<file path="src/rtl/draw_port_scheduler.sv">
// Single-owner scheduler for the VGA plot port: arbitrates clear / stone / cursor
// requests and generates the rectangular pixel sweeps through a one-stage output pipeline.
module draw_port_scheduler #(
  parameter int SCREEN_W   = 160,
  parameter int SCREEN_H   = 120,
  parameter int STONE_SIZE = 7,
  parameter int CUR_SIZE   = 3
) (
  input  logic        clk,
  input  logic        resetn,
  input  logic        clr_req,
  input  logic        stn_req,
  input  logic [7:0]  stn_x,
  input  logic [6:0]  stn_y,
  input  logic [2:0]  stn_colour,
  input  logic        cur_req,
  input  logic [7:0]  cur_x,
  input  logic [6:0]  cur_y,
  input  logic [2:0]  cur_colour,
  output logic [14:0] bg_address,
  input  logic [2:0]  bg_q,
  output logic [7:0]  vga_x,
  output logic [6:0]  vga_y,
  output logic [2:0]  vga_colour,
  output logic        plot,
  output logic        clr_done,
  output logic        stn_done,
  output logic        cur_done,
  output logic        busy
);

  localparam logic [7:0]  CLR_W     = 8'(SCREEN_W);
  localparam logic [6:0]  CLR_H     = 7'(SCREEN_H);
  localparam logic [7:0]  STN_W     = 8'(STONE_SIZE);
  localparam logic [6:0]  STN_H     = 7'(STONE_SIZE);
  localparam logic [7:0]  CUR_W     = 8'(CUR_SIZE);
  localparam logic [6:0]  CUR_H     = 7'(CUR_SIZE);
  localparam logic [8:0]  LIM_X     = 9'(SCREEN_W);
  localparam logic [7:0]  LIM_Y     = 8'(SCREEN_H);
  localparam logic [14:0] ROW_PITCH = 15'(SCREEN_W);

  typedef enum logic [2:0] {
    S_IDLE, S_CLR, S_STN, S_CUR_ERASE, S_CUR_DRAW
  } state_t;

  state_t      state_q, state_d;
  logic [7:0]  x_cnt_q, x_cnt_d;
  logic [6:0]  y_cnt_q, y_cnt_d;
  logic [7:0]  org_x_q, org_x_d;
  logic [6:0]  org_y_q, org_y_d;
  logic [2:0]  colour_q, colour_d;
  logic [7:0]  new_x_q, new_x_d;
  logic [6:0]  new_y_q, new_y_d;
  logic [7:0]  old_x_q, old_x_d;
  logic [6:0]  old_y_q, old_y_d;
  logic        cur_valid_q, cur_valid_d;
  logic [7:0]  vga_x_q, vga_x_d;
  logic [6:0]  vga_y_q, vga_y_d;
  logic        plot_q, plot_d;
  logic        use_bg_q, use_bg_d;
  logic [2:0]  pix_colour_q, pix_colour_d;
  logic        clr_done_q, clr_done_d;
  logic        stn_done_q, stn_done_d;
  logic        cur_done_q, cur_done_d;

  logic        sweep;
  logic [7:0]  span_w;
  logic [6:0]  span_h;
  logic [8:0]  pix_x;
  logic [7:0]  pix_y;
  logic        in_bounds;
  logic        last_x;
  logic        last_y;
  logic [14:0] pix_addr;

  assign sweep     = (state_q != S_IDLE);
  assign pix_x     = {1'b0, org_x_q} + {1'b0, x_cnt_q};
  assign pix_y     = {1'b0, org_y_q} + {1'b0, y_cnt_q};
  assign in_bounds = (pix_x < LIM_X) && (pix_y < LIM_Y);
  assign pix_addr  = 15'(pix_x) + 15'(pix_y) * ROW_PITCH;
  assign last_x    = (x_cnt_q == span_w - 8'd1);
  assign last_y    = (y_cnt_q == span_h - 7'd1);

  always_comb begin
    span_w = CUR_W;
    span_h = CUR_H;
    case (state_q)
      S_CLR: begin span_w = CLR_W; span_h = CLR_H; end
      S_STN: begin span_w = STN_W; span_h = STN_H; end
      default: ;
    endcase
  end

  always_comb begin
    state_d      = state_q;
    x_cnt_d      = x_cnt_q;
    y_cnt_d      = y_cnt_q;
    org_x_d      = org_x_q;
    org_y_d      = org_y_q;
    colour_d     = colour_q;
    new_x_d      = new_x_q;
    new_y_d      = new_y_q;
    old_x_d      = old_x_q;
    old_y_d      = old_y_q;
    cur_valid_d  = cur_valid_q;
    vga_x_d      = vga_x_q;
    vga_y_d      = vga_y_q;
    plot_d       = 1'b0;
    use_bg_d     = use_bg_q;
    pix_colour_d = pix_colour_q;
    clr_done_d   = 1'b0;
    stn_done_d   = 1'b0;
    cur_done_d   = 1'b0;

    if (state_q == S_IDLE) begin
      x_cnt_d = '0;
      y_cnt_d = '0;
      if (clr_req) begin
        state_d = S_CLR;
        org_x_d = '0;
        org_y_d = '0;
      end else if (stn_req) begin
        state_d  = S_STN;
        org_x_d  = stn_x;
        org_y_d  = stn_y;
        colour_d = stn_colour;
      end else if (cur_req) begin
        new_x_d  = cur_x;
        new_y_d  = cur_y;
        colour_d = cur_colour;
        // An on-screen cursor must be restored from background before redrawing
        if (cur_valid_q) begin
          state_d = S_CUR_ERASE;
          org_x_d = old_x_q;
          org_y_d = old_y_q;
        end else begin
          state_d = S_CUR_DRAW;
          org_x_d = cur_x;
          org_y_d = cur_y;
        end
      end
    end else begin
      plot_d       = in_bounds;
      vga_x_d      = pix_x[7:0];
      vga_y_d      = pix_y[6:0];
      use_bg_d     = (state_q == S_CLR) || (state_q == S_CUR_ERASE);
      pix_colour_d = colour_q;

      if (!last_x) begin
        x_cnt_d = x_cnt_q + 8'd1;
      end else begin
        x_cnt_d = '0;
        if (!last_y) begin
          y_cnt_d = y_cnt_q + 7'd1;
        end else begin
          y_cnt_d = '0;
          case (state_q)
            S_CLR: begin
              state_d     = S_IDLE;
              clr_done_d  = 1'b1;
              cur_valid_d = 1'b0;
            end
            S_STN: begin
              state_d    = S_IDLE;
              stn_done_d = 1'b1;
            end
            S_CUR_ERASE: begin
              state_d = S_CUR_DRAW;
              org_x_d = new_x_q;
              org_y_d = new_y_q;
            end
            default: begin
              state_d     = S_IDLE;
              cur_done_d  = 1'b1;
              cur_valid_d = 1'b1;
              old_x_d     = new_x_q;
              old_y_d     = new_y_q;
            end
          endcase
        end
      end
    end
  end

  always_ff @(posedge clk or negedge resetn) begin
    if (!resetn) begin
      state_q      <= S_IDLE;
      x_cnt_q      <= '0;
      y_cnt_q      <= '0;
      org_x_q      <= '0;
      org_y_q      <= '0;
      colour_q     <= '0;
      new_x_q      <= '0;
      new_y_q      <= '0;
      old_x_q      <= '0;
      old_y_q      <= '0;
      cur_valid_q  <= 1'b0;
      vga_x_q      <= '0;
      vga_y_q      <= '0;
      plot_q       <= 1'b0;
      use_bg_q     <= 1'b0;
      pix_colour_q <= '0;
      clr_done_q   <= 1'b0;
      stn_done_q   <= 1'b0;
      cur_done_q   <= 1'b0;
    end else begin
      state_q      <= state_d;
      x_cnt_q      <= x_cnt_d;
      y_cnt_q      <= y_cnt_d;
      org_x_q      <= org_x_d;
      org_y_q      <= org_y_d;
      colour_q     <= colour_d;
      new_x_q      <= new_x_d;
      new_y_q      <= new_y_d;
      old_x_q      <= old_x_d;
      old_y_q      <= old_y_d;
      cur_valid_q  <= cur_valid_d;
      vga_x_q      <= vga_x_d;
      vga_y_q      <= vga_y_d;
      plot_q       <= plot_d;
      use_bg_q     <= use_bg_d;
      pix_colour_q <= pix_colour_d;
      clr_done_q   <= clr_done_d;
      stn_done_q   <= stn_done_d;
      cur_done_q   <= cur_done_d;
    end
  end

  // Background pixels take their colour from the ROM word returned one cycle after the address
  assign bg_address = sweep ? pix_addr : '0;
  assign vga_x      = vga_x_q;
  assign vga_y      = vga_y_q;
  assign vga_colour = use_bg_q ? bg_q : pix_colour_q;
  assign plot       = plot_q;
  assign clr_done   = clr_done_q;
  assign stn_done   = stn_done_q;
  assign cur_done   = cur_done_q;
  assign busy       = sweep;

endmodule

</file>
<file path="config.mk">
export PLATFORM = sky130hd
export DESIGN_NAME = draw_port_scheduler
export DESIGN_NICKNAME = d
export VERILOG_FILES = /design/src/rtl/draw_port_scheduler.sv
export SDC_FILE = /design/constraint.sdc
export NUM_CORES = 1
export LEC_CHECK = 0
export ABC_CLOCK_PERIOD_IN_PS = 8750
export BUFFER_PORTS_ARGS = -buffer_cell sky130_fd_sc_hd__buf_2
export CORE_MARGIN = 8
export CORE_UTILIZATION = 40
export CTS_CLUSTER_DIAMETER = 100
export DETAILED_ROUTE_END_ITERATION = 16
export PLACE_DENSITY = 0.7
export SLEW_MARGIN = 20
export SYNTH_ARGS = -nofsm -noshare
export SYNTH_HDL_FRONTEND = slang
export SYNTH_SLANG_ARGS = --single-unit
</file>
<file path="constraint.sdc">
create_clock -name clk -period 8.75 [get_ports clk]
set_input_delay 0.4375 -clock clk [delete_from_list [all_inputs] [get_ports clk]]
set_output_delay 0.4375 -clock clk [all_outputs]
set_load 0.03 [all_outputs]
</file>
==> Word-level counts from Yosys, hierarchy flattened <==
Cells that the tools add are included.
{ "totals": {"out_inout_bits": 38, "wordCells": 105, "ff_bits": 90, "inputBits": 44} }
{ "op_classes": {"muxes": 49, "n_lt_le_gt_ge": 2, "n_addsub": 7, "n_reduce_logical": 16, "multipliers": 1, "bitwise": 5, "n_eq_ne": 6} }
{ "ops": {"columns": ["operator", "n"], "rows": [
  ["$mux W8", 10],
  ["$mux W7", 11],
  ["$mux W3", 11],
  ["$pmux W8 S2", 1],
  ["$reduce_and A4 Y1", 4],
  ["$add A9 B15 Y15", 1],
  ["$mux W15", 1],
  ["$pmux W7 S2", 1],
  ["$mux W1", 13],
  ["$mul A8 B3 Y10 const B", 1],
  ["$add A8 B8 Y9", 1],
  ["$lt A9 B8 Y1 const B", 1],
  ["$add A7 B7 Y8", 1],
  ["$add A8 B1 Y8 const B", 1],
  ["$eq A8 B8 Y1", 1],
  ["$lt A8 B7 Y1 const B", 1],
  ["$reduce_bool A2 Y1", 4],
  ["$sub A8 B1 Y8 const B", 1],
  ["$add A7 B1 Y7 const B", 1],
  ["$eq A7 B7 Y1", 1],
  ["$sub A7 B1 Y7 const B", 1],
  ["$eq A3 B2 Y1 const B", 2],
  ["$reduce_and A3 Y1", 2],
  ["$not A1 Y1", 5],
  ["other kinds (9)", 9]
]} }

==> Logic depth before layout (Yosys ltp) <==
{ "depth": {"depth_word": 7, "depth_mapped": 18, "depth_no_buf": 18} }

==> Least setup slack after synthesis <==
No wires, ideal clock.
{ "synth_timing": {"path_type": "flip-flop to output port", "startpoint": "reg y_cnt_q[0]", "endpoint": "out bg_address[14]", "n_path_buf": 0, "stages_incl_launch_ff": 17, "arrival_ns": 3.937, "slack_ns": 4.375, "t_required_ns": 8.312, "path_cell_list": "dfrtp_1 > ha_1 > inv_1 > fa_1 > nor2b_1 > o31a_1 > a21oi_1 > ha_1 > inv_1 > fa_1 > nor2b_1 > o21ai_0 > a21oi_1 > nor2_1 > or3b_2 > nand3_1 > nor3b_1"} }
{ "synth_between": {"elab_chain_cells": 4} }
{ "synth_rtl": {"columns": ["element", "line", "source"], "rows": [
  ["start, declared", "48", "logic [6:0] y_cnt_q, y_cnt_d;"],
  ["start signal, assigned", "209", "y_cnt_q <= y_cnt_d;"],
  ["$add A7 B7 Y8", "78", "assign pix_y = {1'b0, org_y_q} + {1'b0, y_cnt_q};"],
  ["net pix_y[4]", "70", "logic [7:0] pix_y;"],
  ["$mul A8 B3 Y10", "80", "assign pix_addr = 15'(pix_x) + 15'(pix_y) * ROW_PITCH;"],
  ["$add A9 B15 Y15", "80", null],
  ["$mux W15", "230", "assign bg_address = sweep ? pix_addr : '0;"],
  ["end, declared", "20", "output logic [14:0] bg_address,"]
]} }
The timed path passes the listed nets, and every way through them passes these cells.

==> Worst setup path in the final report <==
Same ends and word-level chain as after synthesis.

==> flow_summary_export.csv <==
group,metric,value,unit
status,outcome,"finished, final reports clean",
pwr,leakage,3.032,nW
finish,antenna_cells,0,
pwr,switching_share,47.06,%
cts,clockRootBuffer,"clkbuf_16",
sta,worstMarginPinSlew,0.9837,ns
pwr,power_frac_clock,15.8,%
sta,setup_viol,0,
sta,fin_ws,4.032,ns
cts,post_cts_buffers,0,
finish,layout_commonest_cell,"dfrtp_1",
placed_design,post-place-ws,4.420,ns
setup_path,critPathArrivalTime,4.28,ns
global_routing,grt_pass1_vias,4477,
sta,finalHoldViolations,0,
yosys,synthFlopType,"dfrtp_1",
die,die_h,131.2,µm
finish,area_delta_synth_final,16.35,%
placed_design,place.gp.congestion,0.8599,
yosys,synth-edff-count,0,
setup_path,critPathMaxStageDelay,0.46,ns
finish,layout_common_cells,"90 x dfrtp_1, 80 x buf_2, 75 x nand2_1, 40 x o21ai_0",
pwr,report.power.total,2.357,mW
sta,fin_tns_setup,0,ns
yosys,synth_seq_cells,90,
yosys,avgSynthCellArea,9.710,µm²
pwr,power-per-cell-area,381.5,nW/µm²
yosys,ys_seq_area_share,42.40,%
sta,slew-limit-headroom,33.91,%
pwr,seqPwrFrac,28.7,%
job,drv_cap,0,
placed_design,io_buffers,81,
setup_path,crit_path_cell_trace,"ha_1, inv_1, fa_1, nor2b_1, o31a_1, a21oi_1, ha_1, inv_1, fa_1, nor2b_1, o21ai_0, a21oi_1, nor2_1, or3b_2, nand3_1, nor3b_1, buf_2",
setup_path,worst_setup_path_end_kind,"output pin",
setup_path,cp-start-kind,"register",
cts,cts_made_buffers,9,
cts,clock_latency,0.35,ns
cts,postCtsResizedCells,0,
cts,clock_path_buffers,2,
pwr,comb_power_share,55.4,%
cts,postCtsHoldBufs,1,
detailed_routing,viasPerCell,5.367,
yosys,syn-cell-area,5311,µm²
yosys,syn_nets,624,
cts,cts-htree-levels,3,
finish,layout-drive-gt1-share,23.48,%
setup_path,worstPathMaxFanout,7,
detailed_routing,drtIter0Drc,263,
pwr,internal_power,1.248,mW
global_routing,grt_pass1_wl,21980,µm
die,boundaryPins,82,
sta,slew_violations,0,
yosys,yosysWarningCount,0,
pwr,peakVddDrop,211.7,µV
sta,rsz0062_at_grt,"no",
detailed_routing,totalWireLength,13230,µm
setup_path,crit_slowest_cell,"fa_1",
detailed_routing,route.detailed.drc,0,
global_routing,overflow,0,
sta,post-route-min-period,4.718,ns
sta,fin_crit_sh,53.92,%
cts,clkSlewWorstSetupHoldPaths,0.07,ns
detailed_routing,ant_nets,0,
cts,cts_sinks,90,
die,dieWidth,131.2,µm
pwr,p_switching,1.109,mW
die,core-area,13090,µm²
placed_design,dp_hpwl,9466,µm
global_routing,antenna_found_initial,0,
sta,max_freq,0.2120,GHz
yosys,async_reset_ff_share,100.0,%
detailed_routing,wire_per_inst,16.50,µm
yosys,synthDistinctLibCells,61,
detailed_routing,dr.pass1.iters,4,
global_routing,grt_usage,15.47,%
setup_path,required,8.31,ns
sta,skew,0.009839,ns
die,fp-row-count,42,
global_routing,grt_start_max_net_pins,90,
finish,post-route-util,47.23,%
yosys,synth_cells,547,
detailed_routing,route.vias.total,4304,
finish,fin_nets,698,
min_path,hold_path.class,"primary input to register",
die,die-area,17220,µm²
setup_path,critPathKind,"register to output pin",
die,start_util,40.59,%
cts,cts_tree,"yes",
-- per-stage QoR --
stage	instances	instance area [µm²]	hold slack (ns)
2_1_floorplan	547	5311	0.1419
3_3_place_gp	785	5886	0.2189
3_5_place_dp	785	5886	0.2187
4_1_cts	802	6176	0.3205
5_1_grt	802	6180	0.3212
6_report	802	6180	0.3310
-- power by group through the flow --
stage | clock network (mW) | registers [mW] | logic, mW
floorplan | 0 | 0.696 | 0.946
global route | 0.400 | 0.696 | 1.45
finish | 0.373 | 0.677 | 1.31
detailed placement | 0 | 0.684 | 1.31
global placement | 0 | 0.674 | 1.28
CTS | 0.384 | 0.676 | 1.32
-- cell usage after synthesis, drive strengths merged, types with 3 or more instances --
cell type	count	area, µm²
dfrtp	90	2252
nand2	76	287.8
o21ai	45	225.2
nor2	36	140.1
mux2	34	382.9
ha	29	362.9
inv	24	90.08
a21oi	22	110.1
clkbuf	17	63.81
xnor2	15	131.4
mux2i	12	120.1
nand3	11	55.05
a21o	9	67.56
a22oi	9	67.56
and2	9	56.30
xor2	9	78.83
nor2b	8	50.05
buf	6	27.53
nor3	6	30.03
o22ai	6	37.54
or3	6	37.54
a222oi	5	50.05
a22o	5	43.79
and3	4	25.02
fa	4	80.08
nand4	4	31.28
nor3b	4	30.03
nand2b	3	18.77
o21bai	3	22.52
o311ai	3	33.79
o31ai	3	22.52
or2	3	18.77
-- worst max-delay path: cells and delay by family, from the launching register on --
| family | cells | cell delay (ns) |
|---|---|---|
| flops | 1 | 0.45 |
| buf+inv | 3 | 0.36 |
| simple gates | 6 | 1.09 |
| compound gates | 4 | 0.65 |
| fa+ha+maj | 4 | 1.39 |
-- worst paths after layout --
kind / start / end / slack (ns) / cells past startpoint
worst max-delay path: y_cnt_q[0] / bg_address[14] / 4.03 / 17
worst min-delay path: cur_x[5] / new_x_q[5] / 0.33 / 2
worst max register to register: state_q[2] / org_y_q[1] / 5.76 / 8
worst min register to register: vga_x[5] / vga_x[5] / 0.46 / 2
max in group asynchronous: resetn / vga_x[6] / 7.37 / 3
min in group asynchronous: resetn / cur_done / 0.40 / 2
-- logic make-up (layout without fill, tap and decap cells) --
group	after synthesis	count (layout)	share of synthesized area, %
compound gates	128	128	16.07
xor+xnor	25	25	4.405
fa+ha+maj	33	33	8.339
buf+inv	47	126	3.416
flops	90	90	42.40
mux	46	46	9.470
simple gates	178	178	15.90
-- sequential cells by signal, summed over array words and instances (netlist names), 7 cells and up --
register / flops
new_y_q: 7
org_x_q: 8
vga_x: 8
old_y_q: 7
org_y_q: 7
x_cnt_q: 8
vga_y: 7
new_x_q: 8
y_cnt_q: 7
old_x_q: 8
-- layer usage --
metal	global-route usage [%]	routed length [µm]
met5	0	0
met4	3.744	138
met3	4.878	698
met2	25.48	6281
met1	19.28	6114
-- final cells by class --
cell class / count / area [µm²]
multi-input cells: 410 / 2885
fillers: 1239 / 6905
clock buffers: 11 / 242.7
flip-flops and latches: 90 / 2252
well taps: 176 / 220.2
repair buffers: 86 / 451.7
inverters: 24 / 90.09
clock inverters: 5 / 37.54
No activity file was read; power rests on OpenSTA's default activity.
